## src/rtl/pulse_gen.sv

```systemverilog
// Programmable periodic waveform source with glitch-free config updates.
// Period/high time in clk cycles; new settings apply only at period boundaries.
module pulse_gen #(
    parameter int CNT_W = 8
) (
    input  logic             clk,
    input  logic             rst_n,
    input  logic             en,
    input  logic             cfg_valid,
    output logic             cfg_ready,
    input  logic [CNT_W-1:0] cfg_period,
    input  logic [CNT_W-1:0] cfg_high,
    output logic             out_wire,
    output logic             period_tick
);

    logic [CNT_W-1:0] cnt;
    logic [CNT_W-1:0] period_r, high_r;
    logic [CNT_W-1:0] shadow_period, shadow_high;
    logic             pending;

    logic             last;
    logic             xfer;
    logic             apply;
    logic [CNT_W-1:0] legal_period;

    assign last         = (cnt == period_r - 1'b1);
    assign xfer         = cfg_valid && cfg_ready;
    // Idle applies immediately so re-enable always starts on the new config.
    assign apply        = pending && (!en || last);
    assign legal_period = (cfg_period < CNT_W'(2)) ? CNT_W'(2) : cfg_period;

    always_ff @(posedge clk or negedge rst_n) begin
        if (!rst_n) begin
            cnt           <= '0;
            out_wire      <= 1'b0;
            period_tick   <= 1'b0;
            cfg_ready     <= 1'b1;
            pending       <= 1'b0;
            period_r      <= CNT_W'(2);
            high_r        <= CNT_W'(1);
            shadow_period <= CNT_W'(2);
            shadow_high   <= CNT_W'(1);
        end else begin
            if (en) begin
                cnt         <= last ? '0 : cnt + 1'b1;
                out_wire    <= (cnt < high_r);
                period_tick <= last;
            end else begin
                cnt         <= '0;
                out_wire    <= 1'b0;
                period_tick <= 1'b0;
            end

            // xfer implies pending=0, so it can never race an apply.
            if (apply) begin
                period_r  <= shadow_period;
                high_r    <= shadow_high;
                pending   <= 1'b0;
                cfg_ready <= 1'b1;
            end else if (xfer) begin
                shadow_period <= legal_period;
                shadow_high   <= cfg_high;
                pending       <= 1'b1;
                cfg_ready     <= 1'b0;
            end
        end
    end

endmodule

```

## config.mk

```make
export PLATFORM = sky130hd
export DESIGN_NAME = pulse_gen
export DESIGN_NICKNAME = d
export VERILOG_FILES = /design/src/rtl/pulse_gen.sv
export SDC_FILE = /design/constraint.sdc
export NUM_CORES = 1
export LEC_CHECK = 0
export CAP_MARGIN = 20
export CORE_MARGIN = 5
export CORE_UTILIZATION = 45
export CTS_CLUSTER_DIAMETER = 60
export DETAILED_ROUTE_END_ITERATION = 8
export GPL_TIMING_DRIVEN = 0
export PLACE_DENSITY = 0.66
export SETUP_SLACK_MARGIN = 0.15
export SLEW_MARGIN = 40
export SYNTH_ARGS = -nofsm -noshare
export SYNTH_HDL_FRONTEND = slang
export SYNTH_SLANG_ARGS = --single-unit
export TNS_END_PERCENT = 10
```

## constraint.sdc

```tcl
create_clock -name clk -period 3.75 [get_ports clk]
set_clock_uncertainty 0.1 [all_clocks]
set_input_delay 0.75 -clock clk [delete_from_list [all_inputs] [get_ports clk]]
set_output_delay 0.75 -clock clk [all_outputs]
set_load 0.02 [all_outputs]
```

== Word-level counts from Yosys, hierarchy flattened ==
Index checks and enable logic that the tools add are counted.
Widths: inputs -> output; s select.
Operators by class
  add/subtract/negate cells: 2
  multiply operators: 0
  div/mod/pow operators: 0
  $lt $le $gt $ge: 2
  equality and inequality tests: 1
  shift operators: 0
  multiplexer cells: 9
  bitwise gates (word level): 1
  reductions and logical operators: 6
Operator list (number)
  $mux 8: 3
  $add 8x1->8 const B: 1
  $eq 8x8->1: 1
  $lt 8x2->1 const B: 1
  $lt 8x8->1: 1
  $sub 8x1->8 const B: 1
  $mux 1: 6
  $logic_and 1x1->1: 2
  $reduce_and 2->1: 1
  $reduce_bool 2->1: 1
  $logic_not 1->1: 1
  $logic_or 1x1->1: 1
  $not 1->1: 1
Storage, ports and cells
  register bits: 44
  latch bits: 0
  bits in writable memories: 0
  ROM bits: 0
  word-level logic and storage cells: 30
  memories: 0

== Depth between registers and ports, before layout ==
Gate-level depths: netlist of the first run.
  depth after elaboration: 6
  gate-level depth with buffers: 10
  depth with buffers taken out: 8

== Least setup slack after synthesis of the first run ==
OpenSTA, ideal clock, no wires.
  path kind: flip-flop to flip-flop
  start: register period_r[0]
  end: register shadow_high[4]
  setup time: 0.125 ns
  arrival time: 2.348 ns
  required time: 3.525 ns
  slack: 1.178 ns
  cell stages (with the launch flop): 11
  buffers on the path: 2
  clock period less this slack: 2.572 ns
  path through: dfrtp_1 inv_1 ha_1 or3b_1 nor4_1 o2111ai_2 o21bai_1 o211a_1 buf_2 buf_6 mux2_2
Between the ends
  longest elaborated chain between the ends: 6
Ends and longest elaborated chain
  start: declaration: RTL line 18  | logic [CNT_W-1:0] period_r, high_r;
  start signal: assignment: RTL line 57  | period_r <= shadow_period;
  $sub 8x1->8: RTL line 27  | assign last = (cnt == period_r - 1'b1);
  $eq 8x8->1: RTL line 27
  $logic_or 1x1->1: RTL line 30  | assign apply = pending && (!en || last);
  $logic_and 1x1->1: RTL line 30
  $not 1->1 (no source line)
  $reduce_and 2->1 (no source line)
  end signal: assignment: RTL line 63  | shadow_high <= cfg_high;
  end: declaration: RTL line 19  | logic [CNT_W-1:0] shadow_period, shadow_high;
No other way between the ends.
A chain may end at the register's enable or synchronous reset.

== Worst setup path in the final report of the first run ==
  start: register period_r[0]
  end: register shadow_period[0]
Between the ends
  longest elaborated chain between the ends: 6
Ends and longest elaborated chain
  $sub 8x1->8: RTL line 27
  $eq 8x8->1: RTL line 27
  $logic_or 1x1->1: RTL line 30
  $logic_and 1x1->1: RTL line 30
  $not 1->1 (no source line)
  $reduce_and 2->1 (no source line)
  end signal: assignment: RTL line 62  | shadow_period <= legal_period;
  end: declaration: RTL line 19
No other way between the ends.

==> results of run 1 <==
path summary, 6_finish.rpt:
check | from | end | slack [ns] | depth (start not counted)
max reg2reg | period_r[0] | shadow_period[0] | 0.85 | 10
max | period_r[0] | shadow_period[0] | 0.85 | 10
min reg2reg | shadow_high[7] | high_r[7] | 0.39 | 1
min in group clk | shadow_high[7] | high_r[7] | 0.39 | 1
max in group asynchronous | rst_n | shadow_period[1] | 2.83 | 1
min | rst_n | high_r[1] | 0.33 | 1
metrics by stage:
stage	utilization, %	setup WS [ns]	instance area, um2
floorplan	-	1.18	2210
global placement	53.0	0.740	2520
detailed placement	52.9	0.867	2520
CTS	54.8	0.852	2610
global route	54.8	0.614	2610
finish	54.8	0.849	2610
layer usage:
metal  GRT usage [%]  up-vias  part of all wire [%]
met2            22.9       27                    49
met4            6.42        0                   1.7
met3            4.26        6                   4.8
li1                -      693                     -
met1            18.1      733                    44
met5               0        -                     0
sequential cells by signal, indices dropped and copies added, names as in the netlist:
name and flops:
pending 1, out_wire 1, period_r 8, shadow_high 8, high_r 8, cnt 8, shadow_period 8, period_tick 1
cfg_ready 1
placed cells by master, fill, tap and decap left out, drive strengths merged, types with 2 or more instances in the layout:
cell type / n
mux2: 30
a21o: 3
a211oi: 2
nor3: 3
dfstp: 5
nor4: 2
nand2b: 5
mux2i: 2
nand3b: 2
nand2: 4
and3: 2
buf: 4
xnor2: 4
ha: 9
nand3: 6
o21bai: 2
o21ai: 4
dfrtp: 39
xor2: 9
clkdlybuf4s50: 21
inv: 13
nor2: 13
clkbuf: 9
cell type report:
cell class,instances,area [um2]
Multi-Input combinational cell,118,1030
Tap cell,67,83.8
Inverter,13,48.8
Sequential cell,44,1110
Clock buffer,8,90.1
Buffer,4,31.3
Timing Repair Buffer,22,218
Fill cell,413,2150
report_power, final:
group          leakage, uW  internal (uW)  switching (uW)
sequential        0.000542            680             157
clock            0.0000455            150             162
combinational     0.000603            368             274
total              0.00119           1200             593
worst max-delay path, cell delays in order (launching register included):
cell and delay [ns]:
dfrtp_1 0.45, inv_1 0.09, ha_1 0.18, or3b_1 0.40
nor4_1 0.25, o2111ai_2 0.19, o21bai_1 0.19, o211a_1 0.16
buf_2 0.25, buf_6 0.19, mux2_2 0.34
cells by family (layout without fill, tap and decap cells):
family,Yosys count,count (layout)
simple gates,42,42
fa+ha+maj,9,9
xor+xnor,13,13
flops,44,44
mux,32,32
compound gates,22,22
buf+inv,17,47
==> summary.md, run 1 <==
| Metric | Value |
|---|---|
| Final setup violation count | `0` |
| Antenna Cells | `0` |
| Simple-gate portion of the synthesized area | `9.72%` |
| CP max FO | `10` |
| Synth area leaders | `dfrtp_1 44%, mux2_2 8.1%, dfstp_2 5.9%` |
| Post-synth top cells | `39 x dfrtp_1, 16 x mux2_2, 13 x inv_1, 13 x nor2_1` |
| DRC Markers | `0` |
| TritonRoute pass-1 iters | `4` |
| Synth Register Bits | `44` |
| Initial antenna violation count | `0` |
| Synth Area in XOR/XNOR | `5.14%` |
| Mapped Nets | `208` |
| Die height | `80.2 um` |
| Most frequent cell after synthesis | `dfrtp_1` |
| Post-synth ARST share | `100%` |
| Area grow syn2layout | `17.7%` |
| Vias/cell | `5.29` |
| Yosys top cell area share | `44.1%` |
| WHS | `0.335 ns` |
| Vias in the first global route | `1,498` |
| Hold Buf Count CTS | `0` |
| Fin nets | `237` |
| Row Count | `25` |
| Max Slew Vio Count | `0` |
| Leakage | `0.00119 uW` |
| Final hold vios | `0` |
| Worst Path Required | `3.83 ns` |
| H-tree depth | `2` |
| CTS max path bufs | `2` |
| Multiplexer area fraction after synthesis | `17.5%` |
| Die area | `0.00642 mm2` |
| Least-Margin Pin Slew | `0.557 ns` |
| Crit path arrival time | `2.99 ns` |
| Status | `complete, no violations` |
| Setup crit end kind | `register` |
| Root buffer cell | `clkbuf_8` |
| First-pass GRT wire length | `6.96 mm` |
| Worst skew pair latency | `0.30 ns` |
| CTS Sinks | `44` |
| Dpl cells | `268` |
| Largest net degree at the start of global routing | `45` |
| Drt total wl | `4.13 mm` |
| Rel. slew slack | `62.9%` |
| Post-Synthesis Cells | `179` |
| Post-route insts no fill | `276` |
| Fmax achieved | `345 MHz` |
| Layout cells sized above 1 | `21.1%` |
| Global-route usage over all layers | `14.4%` |
| Total Power | `1790 uW` |
| Final min period | `2.90 ns` |
| Startpoint types | `register` |
| Register area share after synthesis | `50.0%` |
| Synth warn | `0` |
| Post-synthesis compound-gate area fraction | `8.93%` |
| Die width | `80.2 um` |
| Power Density | `687 mW/mm2` |
| Setup TNS | `0 ns` |
| Starting Density | `46.6%` |
| Hold Path Class | `in2async` |
| Post-route ant nets | `0` |
| CTS resizes | `0` |
| Vias post-DR | `1,459` |
| WL per Instance | `15.0 um` |
| RSZ-0062 raised after global routing | `false` |
| Hpwl dp | `2.98 mm` |
| Top FF cell, synth | `dfrtp_1` |
| Max Cap Violations | `0` |
| Largest family of logic cells by synthesized area | `multiplexers` |
| Setup bufs post-CTS | `0` |
| Core ar. | `0.00475 mm2` |
| Max IR drop VDD | `302 uV` |
| I/O Buffers | `22` |
| Adder-cell share of the synthesized area | `5.08%` |
| First DRT Iteration DRCs | `103` |
| I/O Pins | `23` |
| Yosys cell types | `43` |
| Critical path type | `reg2reg` |
| Largest area contributor in the netlist | `dfrtp_1` |
| Period utilisation layout | `77.4%` |
| Number of flops mapped to enable cells by yosys | `0` |
| Reg clk slew, reported paths | `0.09 ns` |
| Post-Syn Area | `0.00221 mm2` |
| Avg Inst Size Synth | `12.4 um2` |
| CTS tree | `built` |
| GP Congestion | `0.835` |
| GRT overflow | `0` |
| Clock buffer count from CTS | `5` |
Power figures use the tool's default switching activity.
==> run 2, diff against run 1 <==
==> constraint.sdc (replaced) <==
create_clock -name clk -period 2.9 [get_ports clk]
set_clock_uncertainty 0.1 [all_clocks]
set_input_delay 0.58 -clock clk [delete_from_list [all_inputs] [get_ports clk]]
set_output_delay 0.58 -clock clk [all_outputs]
set_load 0.02 [all_outputs]
==> run 2 against run 1 <==
  * Global-route usage grew 0.24 points
  * Clock power grew 29%
  * Maximum frequency grew 6.5%
  * Non-clock buffer count grew 9
  * First-iteration DRC count grew 17%
  * Sequential cell count is the same
  * Count of clock-buffer cells in the layout is the same
  * Cell count grew 3.3%
  * Worst setup slack lost 0.67 ns
  * Sequential share of layout area shrank 1.9 points
  * Largest cell class unchanged
==> summary.md, run 2 (synthesis results as in run 1) <==
| Metric | Value |
|---|---|
| Status | `complete, no violations` |
| Die height | `80.2 um (unchanged)` |
| First-pass GRT wire length | `7.06 mm (+1.5%)` |
| Final hold vios | `0 (unchanged)` |
| GP Congestion | `0.835 (unchanged)` |
| Hpwl dp | `2.98 mm (unchanged)` |
| Worst Path Required | `2.98 ns (-0.85 ns)` |
| Initial antenna violation count | `0 (unchanged)` |
| Final min period | `2.72 ns (-0.177 ns)` |
| Worst skew pair latency | `0.30 ns (about the same)` |
| DRC Markers | `0 (unchanged)` |
| CTS max path bufs | `2 (unchanged)` |
| Pre-CTS WS | `0.0173 ns (-0.850 ns)` |
| GRT overflow | `0 (unchanged)` |
| Root buffer cell | `clkbuf_8` |
| RSZ-0062 raised after global routing | `true` |
| Final worst slack | `0.176 ns (-0.673 ns)` |
| TritonRoute pass-1 iters | `4 (unchanged)` |
| Fmax achieved | `367 MHz (+6.5%)` |
| Most frequent CP cell | `buf_4` |
| First DRT Iteration DRCs | `121 (+17%)` |
| Starting Density | `46.6% (unchanged)` |
| Slowest CP cell | `or4_4` |
| CTS Sinks | `44 (unchanged)` |
| Reg2reg end | `period_r[6]` |
| Max Cap Violations | `0 (unchanged)` |
| Least-Margin Pin Slew | `0.550 ns (-0.00621 ns)` |
| CTS tree | `built` |
| Fin nets | `246 (+3.8%)` |
| CP max stage delay | `0.53 ns (+0.08 ns)` |
| Area grow syn2layout | `23.3%` |
| Max Slew Vio Count | `0 (unchanged)` |
| Reg2Reg Setup Slack | `0.18 ns (-0.67 ns)` |
| Setup TNS | `0 ns (unchanged)` |
| CP max FO | `10 (unchanged)` |
| Crit path arrival time | `2.81 ns (-0.18 ns)` |
| Global-route usage over all layers | `14.7% (+0.24 points)` |
| Row Count | `25 (unchanged)` |
| Leakage | `0.00124 uW (+4.4%)` |
| Most frequent cells in the layout | `38 x dfrtp_1, 21 x clkdlybuf4s50_1, 16 x mux2_2` |
| Power Density | `893 mW/mm2 (+30%)` |
| Vias in the first global route | `1,497 (-0.067%)` |
| I/O Pins | `23 (unchanged)` |
| Die area | `0.00642 mm2 (unchanged)` |
| Clock buffer count from CTS | `5 (unchanged)` |
| Hold Path Class | `in2async` |
| Max IR drop VDD | `400 uV (+32%)` |
| Layout cells sized above 1 | `27.1% (+6.0 points)` |
| Commonest non-fill, non-tap cell in the layout | `dfrtp_1` |
| Final setup violation count | `0 (unchanged)` |
| CP startpoint | `period_r[0]` |
| R2R Path Start | `period_r[0]` |
| I/O Buffers | `22 (unchanged)` |
| Die width | `80.2 um (unchanged)` |
| H-tree depth | `2 (unchanged)` |
| Setup crit end kind | `register` |
| Setup crit end | `period_r[6]` |
| Total Power | `2440 uW (+36%)` |
| Core ar. | `0.00475 mm2 (unchanged)` |
| WL per Instance | `15.6 um (+4.6%)` |
| Period utilisation layout | `93.9% (+17 points)` |
| Vias post-DR | `1,503 (+3.0%)` |
| Vias/cell | `5.27 (-0.24%)` |
| Filler cells | `402 (-2.7%)` |
| WHS | `0.164 ns (-0.171 ns)` |
| Largest net degree at the start of global routing | `45 (unchanged)` |
| Post-route ant nets | `0 (unchanged)` |
| Hold Buf Count CTS | `0 (unchanged)` |
| Startpoint types | `register` |
| CP cell instances | `buf_4, or4_4, a2111oi_4, nor2_2, a211oi_4, o21ai_4, buf_4, buf_8, mux2_4` |
| Reg clk slew, reported paths | `0.08 ns (about the same)` |
| Antenna Cells | `0 (unchanged)` |
| Worst r2r path cells | `9 (-1)` |
| Drt total wl | `4.46 mm (+8.0%)` |
| Rel. slew slack | `63.3% (+0.41 points)` |
| Critical path type | `reg2reg` |
## run 2: what timing repair did
action / in CTS / in global routing
setup endpoints to repair: 17 / 21
gates resized for setup: 3 / 10
setup buffers: 3 / 6
pin swaps: 2 / 4
## run 2: power by group
group | internal, uW | switching, uW
clock | 195 | 207
combinational | 544 | 398
sequential | 881 | 213
total | 1620 | 819
## run 2: through the flow
stage,cell area (um2),instances,util [%]
after floorplan,2210,179,-
after global placement,2520,268,53.0
after detailed placement,2520,268,52.9
after CTS,2640,279,55.5
after global routing,2730,285,57.4
final,2730,285,57.4
## run 2: cell type report
cell class	instances	area (um2)	area share, %
multi-input cells	118	1070	39.0
well taps	67	83.8	3.07
plain buffers	4	45.0	1.65
clock buffers	8	90.1	3.30
repair buffers	31	289	10.6
flip-flops and latches	44	1110	40.6
inverters	13	48.8	1.79
## run 2: worst min path at each step
| stage | to | cells after the start | slack (ns) |
|---|---|---|---|
| detailed placement | high_r[2] | 1 | 0.37 |
| global placement | high_r[2] | 1 | 0.36 |
| finish | high_r[1] | 1 | 0.16 |
| global route | pending | 1 | 0.20 |
| CTS | cnt[5] | 1 | 0.18 |
| floorplan | cnt[0] | 0 | 0.18 |
## run 2: routing by layer
layer | global-route usage, % | routed length [um] | vias up
li1 | - | - | 708
met1 | 18.5 | 1890 | 753
met5 | 0 | 0 | -
met2 | 23.4 | 2270 | 36
met3 | 4.26 | 226 | 6
met4 | 6.08 | 72 | 0
## run 2: critical path, delay by kind of cell, from the launching register on
family | cells | cell delay (ns)
compound gates | 3 | 0.69
buf+inv | 3 | 0.46
flops | 1 | 0.43
mux | 1 | 0.30
simple gates | 2 | 0.64
